<file path="config.mk">
export PLATFORM = sky130hd
export DESIGN_NAME = lfsr_stream_decrypt
export DESIGN_NICKNAME = d
export VERILOG_FILES = /design/src/rtl/lfsr_stream_decrypt.sv
export SDC_FILE = /design/constraint.sdc
export NUM_CORES = 1
export LEC_CHECK = 0
export CELL_PAD_IN_SITES_DETAIL_PLACEMENT = 1
export CELL_PAD_IN_SITES_GLOBAL_PLACEMENT = 1
export CORE_ASPECT_RATIO = 1.5
export CORE_MARGIN = 2
export CORE_UTILIZATION = 38
export DETAILED_ROUTE_END_ITERATION = 10
export PLACE_DENSITY = 0.77
export SYNTH_ARGS = -nofsm -noshare
export SYNTH_HDL_FRONTEND = slang
export SYNTH_SLANG_ARGS = --single-unit
</file>
<file path="constraint.sdc">
create_clock -name clk -period 2.7 [get_ports clk]
set_input_delay 0.54 -clock clk [delete_from_list [all_inputs] [get_ports clk]]
set_output_delay 0.54 -clock clk [all_outputs]
set_load 0.005 [all_outputs]
</file>
<file path="src/rtl/lfsr_stream_decrypt.sv">
// Receive-side LFSR stream decrypter: XORs accepted ciphertext with an 8-bit keystream,
// re-keys every FRAME_LEN bytes and buffers plaintext in a small output FIFO.
module lfsr_stream_decrypt #(
    parameter logic [7:0]  SEED       = 8'h41,
    parameter int unsigned FRAME_LEN  = 16,
    parameter int unsigned FIFO_DEPTH = 2
) (
    input  logic       clk,
    input  logic       rst_n,
    input  logic       ena,
    input  logic       seed_load,
    input  logic [7:0] seed_value,
    input  logic [7:0] in_data,
    input  logic       in_valid,
    output logic       in_ready,
    output logic [7:0] out_data,
    output logic       out_valid,
    input  logic       out_ready,
    output logic       out_last,
    output logic       frame_done,
    output logic [7:0] byte_count
);

    localparam int unsigned PTR_W    = $clog2(FIFO_DEPTH);
    localparam int unsigned CNT_W    = PTR_W + 1;
    localparam logic [7:0]  LAST_IDX = 8'(FRAME_LEN - 1);

    typedef enum logic [1:0] {IDLE, RUN, REKEY} state_t;

    typedef struct packed {
        logic [7:0] data;
        logic       last;
    } entry_t;

    state_t           state_q;
    logic [7:0]       lfsr_q, lfsr_d;
    logic [7:0]       key_q, key_d;
    logic [7:0]       cnt_q, cnt_d;
    entry_t           mem_q [FIFO_DEPTH];
    entry_t           mem_d [FIFO_DEPTH];
    logic [PTR_W-1:0] rd_q, rd_d, wr_q, wr_d;
    logic [CNT_W-1:0] fill_q, fill_d;
    logic [7:0]       out_data_q, out_data_d;
    logic             out_last_q, out_last_d;
    logic             out_valid_q, out_valid_d;
    logic             frame_done_q;

    logic full, pop, load, accept, is_last, fb;

    assign full     = (fill_q == CNT_W'(FIFO_DEPTH));
    assign load     = ena & seed_load;
    assign pop      = ena & out_valid_q & out_ready;
    assign in_ready = (state_q == RUN) & ena & ~seed_load & (~full | out_ready);
    assign accept   = in_valid & in_ready;
    assign is_last  = (cnt_q == LAST_IDX);
    assign fb       = lfsr_q[0] ^ lfsr_q[5] ^ lfsr_q[6] ^ lfsr_q[7];

    // Next-state for keystream, frame counter and FIFO; the head register tracks the new FIFO head.
    always_comb begin
        lfsr_d = lfsr_q;
        key_d  = key_q;
        cnt_d  = cnt_q;
        mem_d  = mem_q;
        rd_d   = rd_q;
        wr_d   = wr_q;
        fill_d = fill_q;
        if (load) begin
            key_d  = seed_value;
            lfsr_d = seed_value;
            cnt_d  = '0;
            rd_d   = '0;
            wr_d   = '0;
            fill_d = '0;
        end else begin
            if (accept) begin
                mem_d[wr_q] = '{data: in_data ^ lfsr_q, last: is_last};
                wr_d        = wr_q + PTR_W'(1);
                lfsr_d      = is_last ? key_q : {lfsr_q[6:0], fb};
                cnt_d       = is_last ? 8'd0 : cnt_q + 8'd1;
            end
            if (pop) begin
                rd_d = rd_q + PTR_W'(1);
            end
            fill_d = fill_q + CNT_W'(accept) - CNT_W'(pop);
        end
        out_valid_d = (fill_d != '0);
        out_data_d  = out_valid_d ? mem_d[rd_d].data : out_data_q;
        out_last_d  = out_valid_d ? mem_d[rd_d].last : out_last_q;
    end

    always_ff @(posedge clk or negedge rst_n) begin
        if (!rst_n) begin
            state_q      <= IDLE;
            lfsr_q       <= SEED;
            key_q        <= SEED;
            cnt_q        <= '0;
            rd_q         <= '0;
            wr_q         <= '0;
            fill_q       <= '0;
            out_data_q   <= '0;
            out_last_q   <= 1'b0;
            out_valid_q  <= 1'b0;
            frame_done_q <= 1'b0;
            for (int i = 0; i < FIFO_DEPTH; i++) begin
                mem_q[i] <= '0;
            end
        end else begin
            if (ena) begin
                case (state_q)
                    IDLE:    state_q <= load ? REKEY : RUN;
                    RUN:     state_q <= load ? REKEY : RUN;
                    REKEY:   state_q <= load ? REKEY : RUN;
                    default: state_q <= IDLE;
                endcase
            end
            lfsr_q       <= lfsr_d;
            key_q        <= key_d;
            cnt_q        <= cnt_d;
            rd_q         <= rd_d;
            wr_q         <= wr_d;
            fill_q       <= fill_d;
            mem_q        <= mem_d;
            out_data_q   <= out_data_d;
            out_last_q   <= out_last_d;
            out_valid_q  <= out_valid_d;
            frame_done_q <= accept & is_last;
        end
    end

    assign out_data   = out_data_q;
    assign out_last   = out_last_q;
    assign out_valid  = out_valid_q;
    assign frame_done = frame_done_q;
    assign byte_count = cnt_q;

endmodule

</file>
==> flow_metrics.env <==
export IMPL_final_cell_mix="dfrtp_1, clkdlybuf4s50_1, nand2_1"
export IMPL_synth_seq_cells=59
export IMPL_crit_end="out_data[5]$_DFFE_PN0P_"
export IMPL_critPathLaunchType="flop"
export IMPL_cts_sinks=59
export IMPL_yosys_warnings=0
export IMPL_dieArea_sq_um=8130
export IMPL_grt_pass1_vias=2362
export IMPL_die_h_microns=109
export IMPL_r2r_start="state_q[1]$_DFFE_PN0P_"
export IMPL_io_pins=42
export IMPL_hp_class="input pin to async pin"
export IMPL_syn_cell_area_sq_um=2820
export IMPL_grt_pass1_wl_mm=11.2
export IMPL_grt_max_degree=60
export IMPL_syn_nets=279
export IMPL_drt_wl_total_mm=6.73
export IMPL_final_common_cell="dfrtp_1"
export IMPL_route_antenna_remaining_nets=0
export IMPL_coreArea_sq_um=7230
export IMPL_drv_slew=0
export IMPL_cts_max_level=3
export IMPL_port_buffers=41
export IMPL_synth_distinct_cells=42
export IMPL_gr_usage_all_layers=0.186
export IMPL_cts_tree="done"
export IMPL_clk_pin_slew_ps=60
export IMPL_gp_congestion=0.820
export IMPL_fp_row_count=38
export IMPL_antenna_cells=0
export IMPL_worstMarginPinSlew_ps=751
export IMPL_viasPerCell=4.96
export IMPL_synth_flop_cell="dfrtp_1"
export IMPL_cp_max_fo=7
export IMPL_stdcell_area_sq_um=3730
export IMPL_start_util=0.390
export IMPL_setup_viol=0
export IMPL_critPathKind="flop to flop"
export IMPL_overflow=0
export IMPL_ys_seq_area_frac=0.526
export IMPL_min_period_ps=2620
export IMPL_avgSynthCellArea_sq_um=11.1
export IMPL_whs_ps=351
export IMPL_post_drt_wl_per_cell_microns=16.0
export IMPL_cap_violations=0
export IMPL_placed_area_sq_um=3510
export IMPL_rr_endpoint="out_data[5]$_DFFE_PN0P_"
export IMPL_root_buffer="clkbuf_8"
export IMPL_hpwl_mm=4.73
export IMPL_clock_path_buffers=2
export IMPL_vdd_ir_drop_max_uv=400
export IMPL_fin_crit_sh=0.969
export IMPL_max_freq_mhz=382
export IMPL_hold_viol=0
export IMPL_clock_latency_ps=330
export IMPL_synthCells=254
export IMPL_reg2reg_slack_ps=80
export IMPL_slew_headroom=0.500
export IMPL_fin_skew_ps=6.41
export IMPL_setup_worst_path_end_class="flop"
export IMPL_total_power_mw=3.03
export IMPL_crit_arrival_ps=2830
export IMPL_ff2ff_path_depth=12
export IMPL_crit_start="state_q[1]$_DFFE_PN0P_"
export IMPL_vias=2094
export IMPL_p_per_area_nw_per_um2=811
export IMPL_cellLeakagePower_nw=1.78
export IMPL_drive_above_1_share=0.214
export IMPL_antenna_found_initial=0
export IMPL_layout_nets=342
export IMPL_synth_edf_count=0
export IMPL_dr_pass1_iters=4
export IMPL_rsz0062_at_grt="true"
export IMPL_cts_buffers=9
export IMPL_status="complete, no violations"
export IMPL_drtIter0Drc=89
export IMPL_drcViolationCount=0
export IMPL_die_w_microns=74.3
export IMPL_area_growth_pct=32.6
export IMPL_async_flop_share=1.00
export IMPL_required_ps=2920
report_power, final:
part	internal [mW]	switching, mW
clock	0.406	0.340
sequential	1.10	0.120
combinational	0.623	0.437
total	2.13	0.897
per-stage QoR:
| stage | instances | setup WS [ps] | util | TNS (ps) |
|---|---|---|---|---|
| global placement | 403 | -410 | 0.485 | -3870 |
| finish | 422 | 84.4 | 0.517 | 0 |
| CTS | 421 | 69.2 | 0.515 | 0 |
| floorplan | 254 | -83.0 | - | -747 |
| detailed placement | 403 | -503 | 0.485 | -4690 |
| global route | 422 | -22.5 | 0.517 | -99.1 |
layout make-up:
cell class,count,area (sq um)
Clock buffer,14,173
Tap cell,100,125
Multi-Input combinational cell,165,1290
Timing Repair Buffer,62,577
Inverter,20,77.6
Clock inverter,2,10.0
Sequential cell,59,1480
Fill cell,800,3490
timing repair:
item,4_1_cts,5_1_grt
gates resized for setup,6,1
setup buffers,2,1
pin swaps,5,2
endpoints found under the setup margin,9,9
hold buffers,0,0
per-layer routing:
layer  wire length (microns)  GRT usage  vias up
met4                     146     0.0842        0
met1                    2880      0.220     1055
li1                        -          -      982
met3                     179     0.0367       14
met2                    3530      0.323       43
met5                       0          0        -
state kept, by name, summed over array words and instances, names as in the netlist:
signal	count
mem_q	18
byte_count	8
key_q	8
lfsr_q	8
out_data	8
fill_q	2
state_q	2
frame_done	1
out_last	1
out_valid	1
rd_q	1
wr_q	1
how the worst min path moves through the flow:
stage / to / cells after the start
CTS: fill_q[0]$_DFF_PN0_ / 2
global route: byte_count[7]$_DFFE_PN0P_ / 2
finish: state_q[1]$_DFFE_PN0P_ / 2
floorplan: byte_count[0]$_DFFE_PN0P_ / 0
global placement: key_q[6]$_DFFE_PN1P_ / 2
detailed placement: key_q[6]$_DFFE_PN1P_ / 2
critical path, cell delays in order, from the launching register on:
cell and delay (ps):
dfrtp_1 410, nor4bb_2 300, and3_4 250, inv_4 40, ha_4 250, inv_2 30
ha_4 150, xnor2_2 140, or3_1 330, nand2_2 110, nor2_4 50, buf_12 140
mux2_4 290
synthesized netlist by cell type (2+ instances only):
cell type  instances  area [sq um]
nor2_1             5          18.8
xor2_1            10          87.6
buf_2              5          25.0
inv_1             19          71.3
o21ai_0           19          95.1
nand2_1           32           120
mux2_2            11           124
o21ai_1            4          20.0
dfrtp_1           55          1380
xnor2_1            4          35.0
mux2_4             3          45.0
a21o_1             4          30.0
a211oi_1           4          30.0
a21oi_1            3          15.0
buf_6              2          22.5
ha_1               3          37.5
nor3_1             4          20.0
and3_1             6          37.5
nor2_2             2          12.5
and2_1             4          25.0
mux2i_1           28           280
dfstp_2            4           105
nor2b_1            4          25.0
logic make-up after synthesis:
kind of cell             after synthesis  share of synthesized area
AND/OR/NAND/NOR                       69                      0.132
flip-flops                            59                      0.526
multiplexers                          42                      0.160
AO/OA/AOI/OAI                         37                     0.0760
buffers and inverters                 30                     0.0489
XOR/XNOR                              14                     0.0436
adder cells (fa/ha/maj)                3                     0.0133
Power figures use the tool's default switching activity.
